$ cat config.mk
export PLATFORM = sky130hd
export DESIGN_NAME = pad_bank_arbiter
export DESIGN_NICKNAME = d
export VERILOG_FILES = /design/src/rtl/pad_bank_arbiter_pkg.sv /design/src/rtl/pad_bank_arbiter_rr_pick.sv /design/src/rtl/pad_bank_arbiter.sv
export SDC_FILE = /design/constraint.sdc
export NUM_CORES = 1
export LEC_CHECK = 0
export ABC_AREA = 0
export CAP_MARGIN = 20
export CORE_MARGIN = 1.5
export CORE_UTILIZATION = 37
export DETAILED_ROUTE_END_ITERATION = 16
export PLACE_DENSITY = 0.83
export SETUP_SLACK_MARGIN = 0.2
export SLEW_MARGIN = 25
export SYNTH_ARGS = -nofsm -noshare
export SYNTH_HDL_FRONTEND = slang
export SYNTH_SLANG_ARGS = --single-unit
$ cat constraint.sdc
create_clock -name clk_i -period 3.4 [get_ports clk_i]
set_clock_uncertainty 0.15 [all_clocks]
set_input_delay 0.85 -clock clk_i [delete_from_list [all_inputs] [get_ports clk_i]]
set_output_delay 0.85 -clock clk_i [all_outputs]
set_load 0.01 [all_outputs]
$ cat src/rtl/pad_bank_arbiter_pkg.sv
// Shared types for the pad bank arbiter: FSM state encoding and turnaround counter width.
package pad_bank_arbiter_pkg;

   localparam int TURN_W = 4;

   typedef enum logic [1:0] {
      ST_IDLE  = 2'd0,
      ST_GRANT = 2'd1,
      ST_TURN  = 2'd2
   } arb_state_e;

endpackage

$ cat src/rtl/pad_bank_arbiter_rr_pick.sv
// Combinational round-robin selector: first requester at or after ptr, scanning upward with wrap.
module rr_pick #(
   parameter int NREQ = 3
) (
   input  logic [NREQ-1:0]         req,
   input  logic [$clog2(NREQ)-1:0] ptr,
   output logic [NREQ-1:0]         gnt_oh,
   output logic [$clog2(NREQ)-1:0] idx,
   output logic                    any
);

   localparam int IDXW = $clog2(NREQ);

   always_comb begin
      gnt_oh = '0;
      idx    = '0;
      any    = 1'b0;
      // Outer loop walks priority order from ptr; inner loop keeps every index constant.
      for (int i = 0; i < NREQ; i++) begin
         for (int j = 0; j < NREQ; j++) begin
            if (!any && req[j] && (j == ((int'(ptr) + i) % NREQ))) begin
               any       = 1'b1;
               gnt_oh[j] = 1'b1;
               idx       = IDXW'(j);
            end
         end
      end
   end

endmodule

$ cat src/rtl/pad_bank_arbiter.sv
// Exclusive round-robin owner of one shared pad bank, with an all-OE-low turnaround between owners.
// Optional forced release after MAX_HOLD cycles under contention: define PAD_ARB_TIMEOUT_EN.
module pad_bank_arbiter
   import pad_bank_arbiter_pkg::*;
#(
   parameter int                  NREQ         = 3,
   parameter int                  NPADS        = 4,
   parameter int                  PAD_ATTR     = 16,
   parameter int                  TURN_CYCLES  = 2,
   parameter logic [PAD_ATTR-1:0] DEFAULT_ATTR = '0,
   parameter int                  MAX_HOLD     = 256
) (
   input  logic                      clk_i,
   input  logic                      rst_ni,
   input  logic [NREQ-1:0]           req_i,
   output logic [NREQ-1:0]           gnt_o,
   input  logic [NREQ*NPADS-1:0]     out_i,
   input  logic [NREQ*NPADS-1:0]     oe_i,
   input  logic [NREQ*PAD_ATTR-1:0]  attr_i,
   output logic [NPADS-1:0]          in_o,
   output logic [NPADS-1:0]          pad_in_o,
   output logic [NPADS-1:0]          pad_oe_o,
   input  logic [NPADS-1:0]          pad_out_i,
   output logic [PAD_ATTR-1:0]       pad_attributes_o,
   output logic [$clog2(NREQ)-1:0]   owner_o,
   output logic                      busy_o,
   output logic                      timeout_o
);

   localparam int IDXW = $clog2(NREQ);
   localparam logic [TURN_W-1:0] TURN_LOAD =
      (TURN_CYCLES > 0) ? TURN_W'(TURN_CYCLES - 1) : '0;

   // req/gnt handshake: req_i is a level held for as long as the requester wants the bank;
   // gnt_o rises one edge after winning and falls on the edge where req_i is seen low
   // (or on a forced release). A requester drives the pads only while its gnt_o is high.

   arb_state_e          state_q, state_d;
   logic [IDXW-1:0]     owner_q, owner_d;
   logic [IDXW-1:0]     ptr_q, ptr_d;
   logic [NREQ-1:0]     gnt_q, gnt_d;
   logic [TURN_W-1:0]   turn_q, turn_d;
   logic [PAD_ATTR-1:0] attr_q, attr_sel;
   logic [IDXW-1:0]     ptr_after, pick_ptr, pick_idx;
   logic [NREQ-1:0]     pick_oh;
   logic                pick_any, busy, owner_req, timeout_fire;

   assign busy      = (state_q == ST_GRANT);
   assign owner_req = |(req_i & gnt_q);
   assign ptr_after = (owner_q == IDXW'(NREQ - 1)) ? '0 : owner_q + 1'b1;
   // While granted, the picker already sees the post-release pointer so a zero-length
   // turnaround can re-arbitrate on the release edge.
   assign pick_ptr  = busy ? ptr_after : ptr_q;

   rr_pick #(.NREQ(NREQ)) u_rr_pick (
      .req    (req_i),
      .ptr    (pick_ptr),
      .gnt_oh (pick_oh),
      .idx    (pick_idx),
      .any    (pick_any)
   );

   always_comb begin
      state_d = state_q;
      owner_d = owner_q;
      ptr_d   = ptr_q;
      gnt_d   = gnt_q;
      turn_d  = turn_q;
      case (state_q)
         ST_IDLE: begin
            if (pick_any) begin
               state_d = ST_GRANT;
               owner_d = pick_idx;
               gnt_d   = pick_oh;
            end
         end
         ST_GRANT: begin
            if (!owner_req || timeout_fire) begin
               ptr_d = ptr_after;
               gnt_d = '0;
               if (TURN_CYCLES == 0) begin
                  if (pick_any) begin
                     owner_d = pick_idx;
                     gnt_d   = pick_oh;
                  end else begin
                     state_d = ST_IDLE;
                  end
               end else begin
                  state_d = ST_TURN;
                  turn_d  = TURN_LOAD;
               end
            end
         end
         ST_TURN: begin
            if (turn_q == '0) begin
               if (pick_any) begin
                  state_d = ST_GRANT;
                  owner_d = pick_idx;
                  gnt_d   = pick_oh;
               end else begin
                  state_d = ST_IDLE;
               end
            end else begin
               turn_d = turn_q - 1'b1;
            end
         end
         default: state_d = ST_IDLE;
      endcase
   end

   always_ff @(posedge clk_i) begin
      if (!rst_ni) begin
         state_q <= ST_IDLE;
         owner_q <= '0;
         ptr_q   <= '0;
         gnt_q   <= '0;
         turn_q  <= '0;
         attr_q  <= DEFAULT_ATTR;
      end else begin
         state_q <= state_d;
         owner_q <= owner_d;
         ptr_q   <= ptr_d;
         gnt_q   <= gnt_d;
         turn_q  <= turn_d;
         attr_q  <= busy ? attr_sel : attr_q;
      end
   end

   // gnt_q is all-zero outside GRANT, so the pad drive falls to zero without a state test.
   always_comb begin
      pad_in_o = '0;
      pad_oe_o = '0;
      attr_sel = '0;
      for (int r = 0; r < NREQ; r++) begin
         if (gnt_q[r]) begin
            pad_in_o = out_i[r*NPADS +: NPADS];
            pad_oe_o = oe_i[r*NPADS +: NPADS];
            attr_sel = attr_i[r*PAD_ATTR +: PAD_ATTR];
         end
      end
   end

`ifdef PAD_ARB_TIMEOUT_EN
   localparam int HOLD_W = (MAX_HOLD > 2) ? $clog2(MAX_HOLD) : 1;

   logic [HOLD_W-1:0] hold_q;
   logic              others_req, timeout_q;

   assign others_req   = |(req_i & ~gnt_q);
   assign timeout_fire = busy && (hold_q == HOLD_W'(MAX_HOLD - 1)) && others_req;

   always_ff @(posedge clk_i) begin
      if (!rst_ni) begin
         hold_q    <= '0;
         timeout_q <= 1'b0;
      end else begin
         timeout_q <= timeout_fire;
         if ((gnt_d != '0) && (gnt_d != gnt_q)) begin
            hold_q <= '0;
         end else if (busy && (hold_q != HOLD_W'(MAX_HOLD - 1))) begin
            hold_q <= hold_q + 1'b1;
         end
      end
   end

   assign timeout_o = timeout_q;
`else
   assign timeout_fire = 1'b0;
   assign timeout_o    = 1'b0;
`endif

   assign gnt_o            = gnt_q;
   assign owner_o          = owner_q;
   assign busy_o           = busy;
   assign in_o             = pad_out_i;
   assign pad_attributes_o = busy ? attr_sel : attr_q;

endmodule

Word-level counts from Yosys, hierarchy flattened
Cells that the tools add are included.

Output and inout bits: 35. Register bits after elaboration: 29. Bits of input ports: 81. Logic and storage cells: 119.

Equality and inequality tests: 13. Bitwise gates (word level): 2. Reduce and logical (&&, ||, !) cells: 39. Multiplexer cells: 52. Add/sub/neg operators: 4. Div/mod/pow operators: 3.

Operators with widths (count): $eq 2x32->1 const A (3); $eq 3x32->1 const A (3); $logic_not 32->1 (3); $mod 32x3->32 const B (2); $mux 16 (4); $mod 3x3->32 const B (1); $mux 4 (8); $mux 2 (14); $mux 1 (19); $logic_and 1x1->1 (17); $mux 3 (3); $pmux 3 s3 (1); $reduce_and 3->1 (3); $logic_not 1->1 (8); $ne 2x2->1 const B (4); $pmux 4 s2 (1); $pmux 2 s3 (1); $eq 2x2->1 const B (2); $logic_not 4->1 (1); $pmux 2 s2 (1); $reduce_and 2->1 (2); $reduce_bool 2->1 (2); $sub 4x1->4 const B (1); $add 2x1->3 const B (1); 8 further kinds (8).

Logic depth before layout (Yosys ltp)
Gate-level depths: netlist of the first run.

Word-level depth: 42. Depth in mapped cells: 11.

Hierarchy
Synthesis of the first run repeated with hierarchy kept, for this count alone.

Cells, all modules: 280. Area total of the unflattened synthesis: 2082.0 sq um.

Modules (own cells, without submodules): pad_bank_arbiter (area each 1939.4 sq um, instances 1, cells an instance 261); rr_pick (area each 142.6 sq um, instances 1, cells an instance 19).

Worst setup path before layout of the first run
OpenSTA, ideal clock, no wires.

Path kind: reg-to-output. Start point: register gnt_q[1], in the netlist gnt_o[1]. End point: output port pad_attributes_o[10]. Arrival: 1476 ps. Slack: 924 ps. Path buffers: 3. Cell stages (with the launch flop): 8. Required time: 2400 ps. Cell sequence: dfxtp_1 > buf_2 > nor2b_1 > clkbuf_1 > buf_2 > a221o_1 > o21ai_0 > o21ai_0.

Word-level cells in the longest chain between the ends: 3.

Ends and longest elaborated chain: start, declared (line pad_bank_arbiter.sv:41) `logic [NREQ-1:0] gnt_q, gnt_d;`; start signal, assigned (line pad_bank_arbiter.sv:123) `gnt_q <= gnt_d;`; $mux 16 (2 in series) (line pad_bank_arbiter.sv:135) `if (gnt_q[r]) begin`; $mux 16 (line pad_bank_arbiter.sv:176) `assign pad_attributes_o = busy ? attr_sel : attr_q;`; end, declared (line pad_bank_arbiter.sv:24) `output logic [PAD_ATTR-1:0] pad_attributes_o,`.

Every way passes these cells.

Final worst setup path of the first run
Start point: input port attr_i[18]. End point: output port pad_attributes_o[2].

Word-level cells in the longest chain between the ends: 3.

Ends and longest elaborated chain: start, declared (line pad_bank_arbiter.sv:19) `input logic [NREQ*PAD_ATTR-1:0] attr_i,`; $mux 16 (2 in series) (line pad_bank_arbiter.sv:135); $mux 16 (line pad_bank_arbiter.sv:176).

Every way passes these cells.

==> results of run 1 <==
through the flow:
stage                     utilization [%]  power, mW  cells
after global placement               61.8       1.65    400
after floorplan                         -       1.17    248
after detailed placement             61.8       1.67    400
after global routing                 64.1       2.16    408
final                                64.1       2.00    408
after CTS                            63.9       2.01    408
cells by family after synthesis:
logic type	after synthesis
compound gates	103
simple gates	75
buf+inv	34
flops	29
fa+ha+maj	4
xor+xnor	2
other cells	1
critical path, cell delays in order:
cell	delay (ns)
clkdlybuf4s50_1	0.39
a221o_1	0.36
o21ai_0	0.13
o21ai_0	0.10
dlygate4sd2_1	0.30
flip-flops by register name, indices dropped and copies added, names as in the netlist:
signal and count:
ptr_q 2, attr_q 16, turn_q 4, gnt_o 3, state_q 2, owner_o 2
report_power, final:
group	switching, mW	total (mW)	internal [mW]
Clock	0.141	0.379	0.238
Sequential	0.0584	0.472	0.413
Combinational	0.599	1.15	0.547
Total	0.798	2.00	1.20
how the worst max path moves through the flow:
stage / from / to / depth (start not counted)
floorplan: gnt_o[1] / pad_attributes_o[10] / 7
global placement: attr_i[1] / pad_attributes_o[1] / 5
detailed placement: attr_i[1] / pad_attributes_o[1] / 5
CTS: attr_i[1] / pad_attributes_o[1] / 5
global route: attr_i[1] / pad_attributes_o[1] / 5
finish: attr_i[18] / pad_attributes_o[2] / 5
metal layers:
metal | GRT usage, % | up-vias | part of all wire (%)
li1 | - | 1088 | -
met1 | 26.3 | 1007 | 40
met2 | 38.5 | 76 | 53
met3 | 5.52 | 9 | 6.3
met4 | 5.87 | 0 | 1.3
met5 | 0 | - | 0
layout make-up:
class / count / share of cell area, %
repair buffers: 112 / 37.0
multi-input cells: 185 / 36.2
flip-flops and latches: 29 / 19.2
well taps: 67 / 2.77
clock buffers: 6 / 2.73
clock inverters: 2 / 1.24
inverters: 7 / 0.868
synthesized netlist by cell type (all sizes together) (2+ instances only):
| library cell | n | area [um^2] |
|---|---|---|
| nor2 | 6 | 22.5 |
| nor2b | 2 | 12.5 |
| xor2 | 2 | 17.5 |
| dfxtp | 29 | 581 |
| a21boi | 4 | 30.0 |
| nand3 | 21 | 105 |
| a221o | 16 | 160 |
| clkbuf | 17 | 63.8 |
| nand2b | 4 | 25.0 |
| nor3 | 3 | 15.0 |
| o21ai | 63 | 315 |
| nand2 | 34 | 128 |
| inv | 7 | 26.3 |
| o2111ai | 2 | 17.5 |
| ha | 4 | 50.1 |
| a22oi | 8 | 60.1 |
| o21a | 2 | 15.0 |
| buf | 10 | 61.3 |
timing repair:
item | CTS | global route
gates resized for setup | 16 | 4
hold buffers | 0 | 0
buffers inserted | 0 | 0
endpoints found under the setup margin | 16 | 5
pin swaps | 0 | 0
endpoints found under the hold margin | 0 | 0
==> metrics, run 1 <==
status complete, no violations; Fillers 408; GRT Util Overall 21.9%; Final min period 3.14 ns; Port-buffer cells about 110; Synth Area in Simple Gates a little under a fifth; Clock Tree Buf Depth 2; Storage cell area about 580 um^2; final instance area ~3000 um^2; HP Start ptr_q[1]; most frequent cells in the layout clkdlybuf4s50_1, o21ai_0, nand2_1, dfxtp_1, nand3_1; Post-synth EDFFs 0; ys async rst share 0%; fraction of layout cells with a size suffix above 1 around 5.3%; max-cap violations 0; P per Cell Area approximately 660 nW/um^2; slew margin rel. 64.9%; maximum VDD drop roughly 0.00033 V; DRC Markers 0; GP Congestion approximately 0.8; commonest non-fill, non-tap cell in the layout clkdlybuf4s50_1; Slew Limit Fails 0; via count 2180; Syn Area/Cell between 7 and 8 um^2; synthesized cell area 1830 um^2; post-synthesis compound-gate area fraction a little under two fifths; area of the multi-input gates between 1000 and 1500 um^2; Max FO, Critical Path 2; register area share after synthesis between 30% and 40%; Hold Vio Cnt, Final 0; CP Data Arrival Time approximately 2.1 ns; die area 5360 um^2; Row Count 25; I/O pin total about 120; Crit Path Class input pin to output port; vias per inst ~5.3; first-pass GRT wire length a little over 9 mm; r2r startpoint state_q[1]; final worst slack 0.258 ns; required time of the critical path between 2 and 2.5 ns; post-place instance area 2920 um^2; Die Ht around 73 um; nets 425; vias in the first global route between 2000 and 2500; Synth Flop Type dfxtp_1; Worst Max-Slew Pin Slew 0.527 ns; Static Leakage 1.15 nW; period utilization 92.4%; initial core utilization between 30% and 40%; reg-to-reg slack, setup 0.50 ns; RR Endpoint gnt_o[1]; hold slack around 0.32 ns; adder-cell share of the synthesized area 2.74%; Cells after Synth between 200 and 250; multiplexer share of the synthesized area 0%; Horiz. Die Dim 73.2 um; unrepaired setup endpoints after global routing true; hold path endpoint ptr_q[1]; CTS tree yes; register bit total from synthesis 29; synth warn 0; GR Overflow Total 0; Core Footprint 4720 um^2; clk sinks 29; Syn Nets about 330; drt pass-1 iters 4; r2r worst-path depth 9; Hold Path Depth 2; largest family of logic cells by synthesized area compound AO/OA/AOI/OAI gates; area grow syn2layout 65.7%; htree depth 2; clk slew on worst S/H paths 0.07 ns; count of different cell masters after synthesis 34; Setup TNS 0 ns; ant diodes 0; FMAX roughly 320 MHz; Critical Path End Type output port; worst skew pair latency between 0.2 and 0.3 ns; final number of setup-violating endpoints 0; XOR/XNOR Fraction of Synth Area 0.960%; CTS Buf Count 5; Post-DP HPWL roughly 4.3 mm; largest net degree at the start of global routing 29; wire length per cell around 14 um; initial antenna violation count 0; DP Worst Slack between 0.04 and 0.05 ns; Startpoint Class input pin; drt total wl about 5.7 mm; Min-Delay Path Class flip-flop to flip-flop; clk root buf clkbuf_8; Routed Antenna Nets 0; initial DRC count approximately 140
No activity file was read; power rests on OpenSTA's default activity.
==> run 2, diff against run 1 <==
Settings changed: PLACE_DENSITY 0.83 to 0.81.
==> run 2 against run 1 <==
Net effect: worst hold slack got worse by 0.00051 ns; largest power group unchanged; global-route usage rose by 0.88 points; worst setup slack better by 0.023 ns; first-iteration DRC count is 16% higher; combinational power about the same; sequential cell count is the same; routed wire length grew 1.3%; via count decreased by 1.1%.
==> metrics, run 2 (synthesis gave the netlist of run 1 again) <==
status complete, no violations; vias per inst around 5.3; GRT Util Overall 22.8%; CP delay by family, top buffers and inverters; hold slack between 0.3 and 0.4 ns; area grow syn2layout 64.2%; GR Overflow Total 0; clk slew on worst S/H paths 0.07 ns; commonest non-fill, non-tap cell in the layout clkdlybuf4s50_1; Final min period 3.12 ns; Fillers roughly 430; CP Data Arrival Time between 2 and 2.5 ns; Row Count 25; unrepaired setup endpoints after global routing false; CP dominant cell by count o21ai_0; initial core utilization 38.6%; Max stage delay on crit path approximately 0.40 ns; first-pass GRT wire length 9.32 mm; I/O pin total 116; Min-Delay Path Class flip-flop to flip-flop; largest net degree at the start of global routing 36; drt pass-1 iters 5; Clock Tree Buf Depth 2; CP Cell Sequence clkdlybuf4s50_1, a221o_1, o21ai_0, o21ai_0, dlygate4sd2_1; max-cap violations 0; period utilization between 90% and 100%; worst skew pair latency between 0.2 and 0.3 ns; nets approximately 430; CTS Buf Count 5; Largest register FFs 16; Slew Limit Fails 0; vias in the first global route between 2000 and 2500; Post-DP HPWL approximately 4.3 mm; maximum VDD drop approximately 0.00036 V; GP Congestion between 0.8 and 0.9; Crit Path Class input pin to output port; wire length per cell 14.3 um; Max FO, Critical Path 2; clk root buf clkbuf_8; required time of the critical path between 2 and 2.5 ns; Routed Antenna Nets 0; area of the multi-input gates around 1100 um^2; DRC Markers 0; Static Leakage 1.17 nW; htree depth 2; Core Footprint approximately 4700 um^2; Storage cell area 581 um^2; die area roughly 5400 um^2; Die Ht around 73 um; placed insts 400; Post-CTS Setup Inserts 0; Hold Vio Cnt, Final 0; initial DRC count approximately 160; FMAX 321 MHz; P per Cell Area around 660 nW/um^2; Critical Path End Type output port; Worst path slowest cell clkdlybuf4s50_1; CTS tree yes; CP bufs+invs 2; Horiz. Die Dim roughly 73 um; via count about 2200; Port-buffer cells 106; fraction of layout cells with a size suffix above 1 around 5.0%; final number of setup-violating endpoints 0; drt total wl 5.82 mm; clk sinks 29; Post-Layout Cell Count 408; ant diodes 0; Startpoint Class input pin; Most flops, register attr_q; most frequent cells in the layout clkdlybuf4s50_1, o21ai_0, nand2_1, dfxtp_1, nand3_1; initial antenna violation count 0
run 2: cell count changes in the layout (fill, tap and decap cells not counted), sizes merged:
| cell | delta |
|---|---|
| clkdlybuf4s15 | -2 |
| dlymetal6s2s | +2 |
| clkbuf | -1 |
| clkdlybuf4s50 | -1 |
| clkinv | +1 |
| dlygate4sd2 | +1 |
run 2: path summary, 6_finish.rpt:
| kind | startpoint | end | slack, ns | cells after the start |
|---|---|---|---|---|
| setup / recovery | attr_i[18] | pad_attributes_o[2] | 0.28 | 5 |
| hold / removal | ptr_q[1] | ptr_q[1] | 0.32 | 2 |
| setup reg to reg | state_q[1] | gnt_o[1] | 0.84 | 10 |
| hold reg to reg | ptr_q[1] | ptr_q[1] | 0.32 | 2 |
run 2: power by group:
group	internal [mW]	total, mW	switching [mW]
Sequential	0.413	0.465	0.0512
Combinational	0.530	1.14	0.610
Clock	0.219	0.369	0.150
run 2: routing by layer:
layer | vias to the layer above | share of wire (%) | global-route usage (%)
met4 | 0 | 1.5 | 8.60
li1 | 1086 | - | -
met5 | - | 0 | 0
met3 | 9 | 5.8 | 6.22
met2 | 81 | 51 | 38.1
met1 | 980 | 42 | 27.7
run 2: area by class of cell:
cell class | count | area share (%)
Clock inverter | 3 | 1.54
Inverter | 7 | 0.877
Tap cell | 67 | 2.80
Timing Repair Buffer | 112 | 36.6
Multi-Input combinational cell | 185 | 36.5
Sequential cell | 29 | 19.4
Clock buffer | 5 | 2.30
run 2: per-stage QoR:
stage	worst slack (ns)	area, um^2	setup TNS [ns]	util (%)	power [mW]
finish	0.281	3000	0	63.4	1.97
global route	0.212	3000	0	63.4	2.13
CTS	0.0630	2990	0	63.2	1.99
detailed placement	0.00864	2890	0	61.2	1.66
global placement	-0.0202	2890	-0.0202	61.2	1.64
floorplan	0.924	1830	0	-	1.17
run 2: tightest hold or removal path, stage by stage, from the launching register on:
cell and delay, ns:
dfxtp_1 0.31, nand2_1 0.05, a21boi_0 0.06
run 2: repair_timing:
action / 4_1_cts / 5_1_grt
resized for setup: 16 / 7
setup endpoints to repair: 16 / 7
gates cloned: 0 / 0
hold buffers: 0 / 0
==> run 3, diff against run 2 <==
Settings changed: CAP_MARGIN 20 to default, CORE_UTILIZATION 37 to 40, PLACE_DENSITY 0.81 to 0.87.
Clock period 3.4 ns to 3.75 ns, I/O delays scaled along.
==> run 3 against run 2 <==
Net effect: clock power decreased by 30%; final cell count is 3.9% lower; register-to-register slack improved by 0.53 ns; sequential share of layout area up 0.12 points; count of clock-buffer cells in the layout increased by 2; final area shrank 0.63%; combinational power shrank 6%; critical endpoint unchanged; largest cell class unchanged.
==> metrics, run 3 (synthesis gave the netlist of run 1 again) <==
Clock Tree Buf Depth 2; CTS Buf Count 5; Startpoint Class input pin; Row Count 24; commonest non-fill, non-tap cell in the layout clkdlybuf4s50_1; clk slew on worst S/H paths 0.06 ns; placed insts roughly 390; Post-DP HPWL between 4 and 5 mm; nets ~430; clk sinks 29; largest net degree at the start of global routing 51; r2r startpoint state_q[1]; cts hold-fix bufs 0; Routed Antenna Nets 0; Max FO, Critical Path 2; htree depth 2; P per Cell Area between 500 and 600 nW/um^2; Critical Path End Type output port; CP delay by family, top buffers and inverters; most frequent cells in the layout clkdlybuf4s50_1, o21ai_0, nand2_1, dfxtp_1, nand3_1; via count between 2000 and 2500; die area about 5000 um^2; Slew Limit Fails 0; Hold Vio Cnt, Final 0; RR Endpoint gnt_o[1]; CP bufs+invs 2; Post-CTS Setup Inserts 0; max-cap violations 0; met2 WL just under 3 mm; Setup TNS 0 ns; CP Cell Sequence clkdlybuf4s50_1, a221o_1, o21ai_0, o21ai_0, clkdlybuf4s50_1; Port-buffer cells roughly 110; maximum VDD drop 0.000366 V; Core Footprint approximately 4400 um^2; Hold Path Depth 2; ant diodes 0; unrepaired setup endpoints after global routing true; DRC Markers 0; final number of setup-violating endpoints 0; Top Layer Used met4; worst skew pair latency roughly 0.28 ns; fraction of layout cells with a size suffix above 1 between 4 and 5%; Crit Path Class input pin to output port; Max stage delay on crit path about 0.50 ns; GRT Util Overall roughly a quarter; Most flops, register attr_q; Die Ht around 70 um; first-pass GRT wire length around 10 mm; initial core utilization a little over two fifths; Worst Max-Slew Pin Slew just over 0.5 ns; vias in the first global route between 2000 and 2500; vias per inst between 5 and 6; reg-to-reg slack, setup 1.37 ns; Largest register FFs 16; Final min period 3.51 ns; hold path endpoint ptr_q[0]; GR Overflow Total 0; initial DRC count roughly 120; Horiz. Die Dim ~71 um; initial antenna violation count 0; r2r worst-path depth 8; drt total wl between 5 and 6 mm; post-CTS sizing 0; wire length on met3 371 um; required time of the critical path about 2.7 ns; I/O pin total ~120; clk root buf clkbuf_8; HP Start ptr_q[0]; area grow syn2layout 63.1%; CTS tree yes; CP Data Arrival Time around 2.4 ns; slew margin rel. approximately two thirds; wire length per cell about 15 um; Worst path slowest cell clkdlybuf4s50_1; status complete, no violations; drt pass-1 iters 5; Min-Delay Path Class flip-flop to flip-flop; period utilization 93.6%; FMAX around 280 MHz; Static Leakage 1.17 nW; routed length on met1 between 2 and 2.5 mm; Post-Layout Cell Count between 300 and 400; GP Congestion 0.860
-- run 3: worst max-delay path by stage --
stage	to	from	slack, ns	cells after the start
after floorplan	pad_attributes_o[3]	attr_i[19]	1.17	3
after global placement	pad_attributes_o[3]	attr_i[19]	0.22	5
after detailed placement	pad_attributes_o[1]	attr_i[17]	0.22	5
after CTS	pad_attributes_o[1]	attr_i[17]	0.22	5
after global routing	pad_attributes_o[5]	attr_i[21]	0.17	5
final	pad_attributes_o[2]	attr_i[18]	0.24	5
-- run 3: layout make-up --
| class | instances | area, um^2 |
|---|---|---|
| fill | 376 | 1410 |
| tap | 52 | 65.1 |
| timing repair buffer | 112 | 1130 |
| multi-input combinational | 185 | 1090 |
| clock buffer | 7 | 86.3 |
| sequential | 29 | 581 |
| inverter | 7 | 26.3 |
-- run 3: power by group --
group | switching, mW | leakage [nW] | internal, mW
sequential | 0.0491 | 0.235 | 0.375
combinational | 0.556 | 0.891 | 0.515
clock | 0.112 | 0.0443 | 0.145
-- run 3: metrics by stage --
step                hold WS, ns  worst slack [ns]  utilization (%)  power, mW  area (um^2)
floorplan                 0.294              1.17                -       1.06         1830
global placement          0.301             0.224             65.5       1.48         2870
detailed placement        0.311             0.218             65.5       1.51         2870
CTS                       0.319             0.217             67.5       1.76         2960
global route              0.351             0.166             67.9       1.90         2980
finish                    0.319             0.241             67.9       1.75         2980
-- run 3: tightest hold or removal path: stages (launching register included) --
cell and delay [ns]:
dfxtp_1 0.31, nand2_1 0.05, a21boi_0 0.06
-- run 3: metal layers --
| metal | global-route usage, % | up-vias |
|---|---|---|
| met5 | 0 | - |
| li1 | - | 1082 |
| met3 | 6.13 | 6 |
| met1 | 27.7 | 1025 |
| met2 | 43.6 | 84 |
| met4 | 5.87 | 0 |
